$ cat src/rtl/rcc_sched.sv
// rcc_sched: sequencer for the RC-timing sensor banks.
// It owns the poll timer, the charge phase, the sense window and the shared
// charge-time counter. Within one poll sweep it visits each enabled bank once,
// in ascending order. When a sweep finishes it raises data_avail.
//
// Interface semantics: every *_tick, cfg_we, rd_ack and bank_done is a
// single-cycle strobe sampled on a rising CLK_I edge. There is no backpressure.
// Each strobe is acted on in the cycle it is high and is then forgotten.
module rcc_sched #(
    parameter int NBANK = 4,
    parameter int CW    = 8,
    parameter int BW    = 2
) (
    input  logic             CLK_I,
    input  logic             RSTN_I,
    input  logic             m10_tick,
    input  logic             u10_tick,
    input  logic             cnt_tick,
    input  logic             cfg_we,
    input  logic [3:0]       cfg_poll,
    input  logic [NBANK-1:0] cfg_bank_en,
    input  logic             cfg_early,
    input  logic             pins_done,
    input  logic             rd_ack,
    output logic [BW-1:0]    bank_sel,
    output logic             charge,
    output logic             sense,
    output logic [CW-1:0]    count,
    output logic             bank_done,
    output logic             busy,
    output logic             data_avail,
    output logic             overrun,
    output logic [1:0]       state_dbg
);

    typedef enum logic [1:0] {
        IDLE   = 2'd0,
        CHARGE = 2'd1,
        SENSE  = 2'd2,
        NEXT   = 2'd3
    } state_t;

    state_t           state, state_d;
    logic [3:0]       poll_r;
    logic [NBANK-1:0] bank_en_r;
    logic             early_r;
    logic [3:0]       pollcount, pollcount_d;
    logic [NBANK-1:0] en_snap, en_snap_d;
    logic [BW-1:0]    bank_sel_d;
    logic [CW-1:0]    count_d;
    logic             chg_entry, chg_entry_d;  // first cycle of CHARGE: its u10_tick is ignored
    logic             u_seen, u_seen_d;        // one qualifying u10_tick already seen in CHARGE
    logic             sweep_end;
    logic [BW:0]      sel_hit;                 // {found, index}

    // Lowest set bit of v at index >= from; MSB of the result flags a hit.
    function automatic logic [BW:0] first_set(input logic [NBANK-1:0] v, input int from);
        logic [BW:0] r;
        r = '0;
        for (int i = NBANK - 1; i >= 0; i--) begin
            if (i >= from && v[i]) r = {1'b1, BW'(i)};
        end
        return r;
    endfunction

    // Host configuration registers; an active sweep keeps running on en_snap.
    always_ff @(posedge CLK_I or negedge RSTN_I) begin
        if (!RSTN_I) begin
            poll_r    <= '0;
            bank_en_r <= '0;
            early_r   <= 1'b0;
        end else if (cfg_we) begin
            poll_r    <= cfg_poll;
            bank_en_r <= cfg_bank_en;
            early_r   <= cfg_early;
        end
    end

    // State register and sweep datapath registers.
    always_ff @(posedge CLK_I or negedge RSTN_I) begin
        if (!RSTN_I) begin
            state     <= IDLE;
            bank_sel  <= '0;
            count     <= '0;
            pollcount <= 4'd1;
            en_snap   <= '0;
            chg_entry <= 1'b0;
            u_seen    <= 1'b0;
        end else begin
            state     <= state_d;
            bank_sel  <= bank_sel_d;
            count     <= count_d;
            pollcount <= pollcount_d;
            en_snap   <= en_snap_d;
            chg_entry <= chg_entry_d;
            u_seen    <= u_seen_d;
        end
    end

    // Next-state logic. Outputs are decoded from the current state only.
    always_comb begin
        state_d     = state;
        bank_sel_d  = bank_sel;
        count_d     = count;
        pollcount_d = pollcount;
        en_snap_d   = en_snap;
        chg_entry_d = 1'b0;
        u_seen_d    = u_seen;
        sweep_end   = 1'b0;
        sel_hit     = '0;
        charge      = 1'b0;
        sense       = 1'b0;
        bank_done   = 1'b0;
        case (state)
            IDLE: begin
                if (m10_tick && poll_r != 4'd0 && bank_en_r != '0) begin
                    if (pollcount == poll_r) begin
                        pollcount_d = 4'd1;
                        en_snap_d   = bank_en_r;
                        sel_hit     = first_set(bank_en_r, 0);
                        bank_sel_d  = sel_hit[BW-1:0];
                        chg_entry_d = 1'b1;
                        u_seen_d    = 1'b0;
                        state_d     = CHARGE;
                    end else begin
                        pollcount_d = pollcount + 4'd1;
                    end
                end
            end
            CHARGE: begin
                charge = 1'b1;
                // Exit on the second u10_tick after entry, so charge lasts 10..20 us.
                if (!chg_entry && u10_tick) begin
                    if (u_seen) begin
                        count_d = '0;
                        state_d = SENSE;
                    end else begin
                        u_seen_d = 1'b1;
                    end
                end
            end
            SENSE: begin
                sense = 1'b1;
                // Early end has priority over a coincident cnt_tick; count holds.
                if (early_r && pins_done) begin
                    state_d = NEXT;
                end else if (cnt_tick) begin
                    if (count == {CW{1'b1}}) state_d = NEXT;
                    else                     count_d = count + 1'b1;
                end
            end
            NEXT: begin
                bank_done = 1'b1;
                // Only banks above the current one; no wrap within a sweep.
                sel_hit = first_set(en_snap, int'(bank_sel) + 1);
                if (sel_hit[BW]) begin
                    bank_sel_d  = sel_hit[BW-1:0];
                    chg_entry_d = 1'b1;
                    u_seen_d    = 1'b0;
                    state_d     = CHARGE;
                end else begin
                    sweep_end = 1'b1;
                    state_d   = IDLE;
                end
            end
            default: state_d = IDLE;
        endcase
        if (cfg_we) pollcount_d = 4'd1;
    end

    // Result flags: a completing sweep beats a coincident rd_ack.
    always_ff @(posedge CLK_I or negedge RSTN_I) begin
        if (!RSTN_I) begin
            data_avail <= 1'b0;
            overrun    <= 1'b0;
        end else begin
            if (sweep_end)   data_avail <= 1'b1;
            else if (rd_ack) data_avail <= 1'b0;
            if (cfg_we) overrun <= 1'b0;
            if (sweep_end && data_avail && !rd_ack) overrun <= 1'b1;
        end
    end

    assign busy      = (state != IDLE);
    assign state_dbg = state;

endmodule

$ cat config.mk
export PLATFORM = sky130hd
export DESIGN_NAME = rcc_sched
export DESIGN_NICKNAME = d
export VERILOG_FILES = /design/src/rtl/rcc_sched.sv
export SDC_FILE = /design/constraint.sdc
export NUM_CORES = 1
export LEC_CHECK = 0
export CORE_MARGIN = 3
export CORE_UTILIZATION = 46
export CTS_CLUSTER_SIZE = 28
export DETAILED_ROUTE_END_ITERATION = 10
export PLACE_DENSITY = 0.75
export SETUP_SLACK_MARGIN = 0.15
export SLEW_MARGIN = 10
export SYNTH_ARGS = -nofsm -noshare
export SYNTH_HDL_FRONTEND = slang
export SYNTH_SLANG_ARGS = --single-unit
export TNS_END_PERCENT = 100
$ cat constraint.sdc
create_clock -name CLK_I -period 1.75 [get_ports CLK_I]
set_clock_uncertainty 0.1 [all_clocks]
set_input_delay 0.175 -clock CLK_I [delete_from_list [all_inputs] [get_ports CLK_I]]
set_output_delay 0.175 -clock CLK_I [all_outputs]
set_load 0.05 [all_outputs]
==> impl_metrics.csv <==
group,metric,value,unit
synthesis,synth_edf_count,0,
placed_design,place_hpwl,3450,µm
die,core_area,0.00349,mm²
timing,final_max_slew_viol_count,0,
timing,min_period,1.93,ns
global_routing,grt_pass1_wl,8380,µm
synthesis,synthesis.area,0.00175,mm²
global_routing,grt_overflow,0,
synthesis,synth_area_leader_cell,"dfrtp_1",
routing,vias,1804,
global_routing,antenna_found_initial,0,
clock_tree,clk_pin_slew,0.07,ns
final_layout,drive_gt1_share,55.0,%
worst_setup_path,max_stage_delay,0.51,ns
synthesis,synth_fp_nets,194,
routing,vias_per_cell,5.86,
synthesis,yosys_most_used_dff,"dfrtp_1",
clock_tree,numCtsBuffers,5,
power_and_ir_drop,peakVddDrop,1.45,mV
timing,hold_viol_final,0,
outcome,status,"complete, but fails checks",
worst_setup_path,worstPathCellList,"ha_4 > and2b_2 > nor2_2 > or4_4 > xor2_1 > nor2_1",
timing,grt_setup_unrepaired,"yes",
routing,wl,5990,µm
clock_tree,insertion_delay,0.29,ns
worst_setup_path,cpMaxStageDelayCell,"dfrtp_4",
synthesis,async_reset_ff_share,100,%
routing,wl_met1,2150,µm
worst_setup_path,worst_setup_path_end_kind,"flop",
flow_run,maxCapViolations,0,
routing,wl_met2,3180,µm
worst_setup_path,worstPathRequired,1.83,ns
worst_setup_path,cp_num_buf_inv,0,
routing,drt_iter0_drc,160,
synthesis,synth_cell_types,45,
final_layout,fin_nets,284,
synthesis,synth_most_common_cell,"dfrtp_1",
routing,top_layer,"met4",
clock_tree,clock_sinks,32,
timing,max_freq,519,MHz
routing,antenna_left,0,
die,start_util,50.2,%
final_layout,fillers,168,
timing,fin_ws,-0.176,ns
placed_design,dpl_worst_slack,-0.129,ns
synthesis,ys_warn_count,0,
synthesis,synth_area_per_cell,10.3,µm²
routing,wl_met3,353,µm
worst_setup_path,crit_arrival,2.00,ns
die,die_h,67.8,µm
die,num_io_pins,35,
final_layout,diodes,0,
power_and_ir_drop,leakage,1.33,nW
synthesis,synthCells,171,
synthesis,synth-seq-area-share,45.7,%
worst_setup_path,crit_type,"reg2reg",
hold_path,hold_class,"in2async",
die,die_area,0.00459,mm²
die,num_rows,21,
placed_design,gp_congestion,0.956,
routing,drc,0,
clock_tree,cts_buffer_depth,2,
die,die_width,67.8,µm
synthesis,synth_commonest_cells,"dfrtp_1 (31), nor2_1 (17), mux2_2 (12), inv_1 (11), nand2_1 (11)",
outcome,violations,"negative setup slack",
final_layout,syn_to_final_growth,70.0,%
placed_design,port_buffers,34,
global_routing,grt_start_max_net_pins,33,
clock_tree,htreeDepth,2,
clock_tree,cts_root_buffer,"clkbuf_8",
timing,maxSlewHeadroom,67.3,%
power_and_ir_drop,p_per_area,1660,mW/mm²
timing,worst_slew_pin_slew,0.489,ns
synthesis,ys_ff_latch,32,
synthesis,synth.top_cell.area_share,44.2,%
worst_setup_path,cpLargestDelayFamily,"simple AND/OR/NAND/NOR gates",
power_and_ir_drop,total_power,4.96,mW
clock_tree,postCtsHoldBufs,0,
global_routing,grtUsageTotal,24.9,%
timing,setup_viol,20,
routing,dr.pass1.iters,4,
global_routing,grt_pass1_vias,1796,
routing,wl_per_cell,19.5,µm
synthesis,synth_area_leaders,"dfrtp_1 (44%), mux2_2 (7.7%), ha_1 (4.3%)",
worst_setup_path,critPathLaunchType,"flop",
worst_setup_path,crit_fanout,3,
clock_tree,cts_tree,"yes",
timing,period_share,110,%
## area by class of cell
cell class / count / area (µm²) / area share [%]
sequential: 32 / 813 / 27.3
tap: 46 / 57.6 / 1.93
clock buffer: 6 / 72.6 / 2.43
inverter: 11 / 50.0 / 1.68
multi-input combinational: 125 / 1150 / 38.7
clock inverter: 2 / 35.0 / 1.17
timing repair buffer: 86 / 800 / 26.8
## path summary, 6_finish.rpt
path,from,endpoint,slack [ns],cells past startpoint
max,state_dbg[0]$_DFFE_PN0P_,count[6]$_DFFE_PN0P_,-0.18,6
min,RSTN_I,count[4]$_DFFE_PN0P_,0.18,2
max reg2reg,state_dbg[0]$_DFFE_PN0P_,count[6]$_DFFE_PN0P_,-0.18,6
min reg2reg,overrun$_DFFE_PN0P_,overrun$_DFFE_PN0P_,0.44,2
max in group asynchronous,RSTN_I,state_dbg[0]$_DFFE_PN0P_,1.03,2
min in group CLK_I,cfg_bank_en[0],bank_en_r[0]$_DFFE_PN0P_,0.35,3
## flip-flops by register name, indices dropped and copies added, names as in the netlist, 2 cells and up
signal and flops:
count 8, bank_en_r 4, poll_r 4, pollcount 4
en_snap 3, bank_sel 2, state_dbg 2
## cells by family after synthesis
family / synth area share (%)
DFF: 45.7
adders and majority gates: 4.28
muxes: 8.27
AOI/OAI and AO/OA: 17.0
buffers and inverters: 3.00
xor gates and xnor gates: 3.99
and+or+nand+nor: 17.7
## cells in the final DEF, fill, tap and decap left out, types with 2 or more instances in the layout
master	synthesis	layout
a31oi_1	3	2
or3_4	0	2
dfrtp_2	0	6
o21ai_0	9	3
ha_4	0	5
nor2b_1	5	4
o21ai_1	0	3
inv_1	11	7
nor2_1	17	13
xnor2_1	4	3
a21oi_1	9	4
nand4b_1	2	2
nand3_2	0	2
nand3_1	5	3
inv_4	0	2
a22o_1	3	3
mux2_2	12	12
clkbuf_8	0	5
buf_12	0	4
nand2_1	11	8
buf_6	0	15
nand4_1	4	4
o22a_1	2	2
clkdlybuf4s50_1	0	16
xor2_1	4	4
a21oi_2	0	5
o21ai_2	0	2
nor2_2	0	3
nand2_4	0	2
buf_4	0	50
nand2b_1	3	3
dfrtp_1	31	24
## layer usage
metal	up-vias	global-route usage, %
li1	803	-
met1	880	27.2
met2	88	44.3
met3	33	7.32
met4	0	10.6
met5	-	0
## metrics by stage
stage | instance area [µm²] | setup TNS [ns] | hold slack [ns] | utilization, % | std cells
5_1_grt | 2980 | -3.22 | 0.209 | 85.4 | 308
3_3_place_gp | 2520 | -0.484 | 0.404 | 72.1 | 285
3_5_place_dp | 2520 | -0.905 | 0.427 | 72.1 | 285
6_report | 2980 | -1.59 | 0.179 | 85.4 | 308
2_1_floorplan | 1850 | -4.61 | -0.221 | - | 171
4_1_cts | 2820 | -0.447 | 0.198 | 80.7 | 301
## where the power goes
group / internal, mW / switching (mW)
Clock: 0.422 / 0.290
Sequential: 0.916 / 0.202
Combinational: 1.52 / 1.61
## worst register-to-register path: cells and delay by family (launching register included)
kind | cells | cell delay [ns]
adder cells (fa/ha/maj) | 1 | 0.18
XOR/XNOR | 1 | 0.19
AND/OR/NAND/NOR | 4 | 0.83
flip-flops | 1 | 0.51
## timing repair
action,4_1_cts,5_1_grt
gates resized for setup,36,21
pin swaps,27,11
setup endpoints to repair,25,27
setup buffers,8,7
cloned,0,0
No activity file was read; power rests on OpenSTA's default activity.
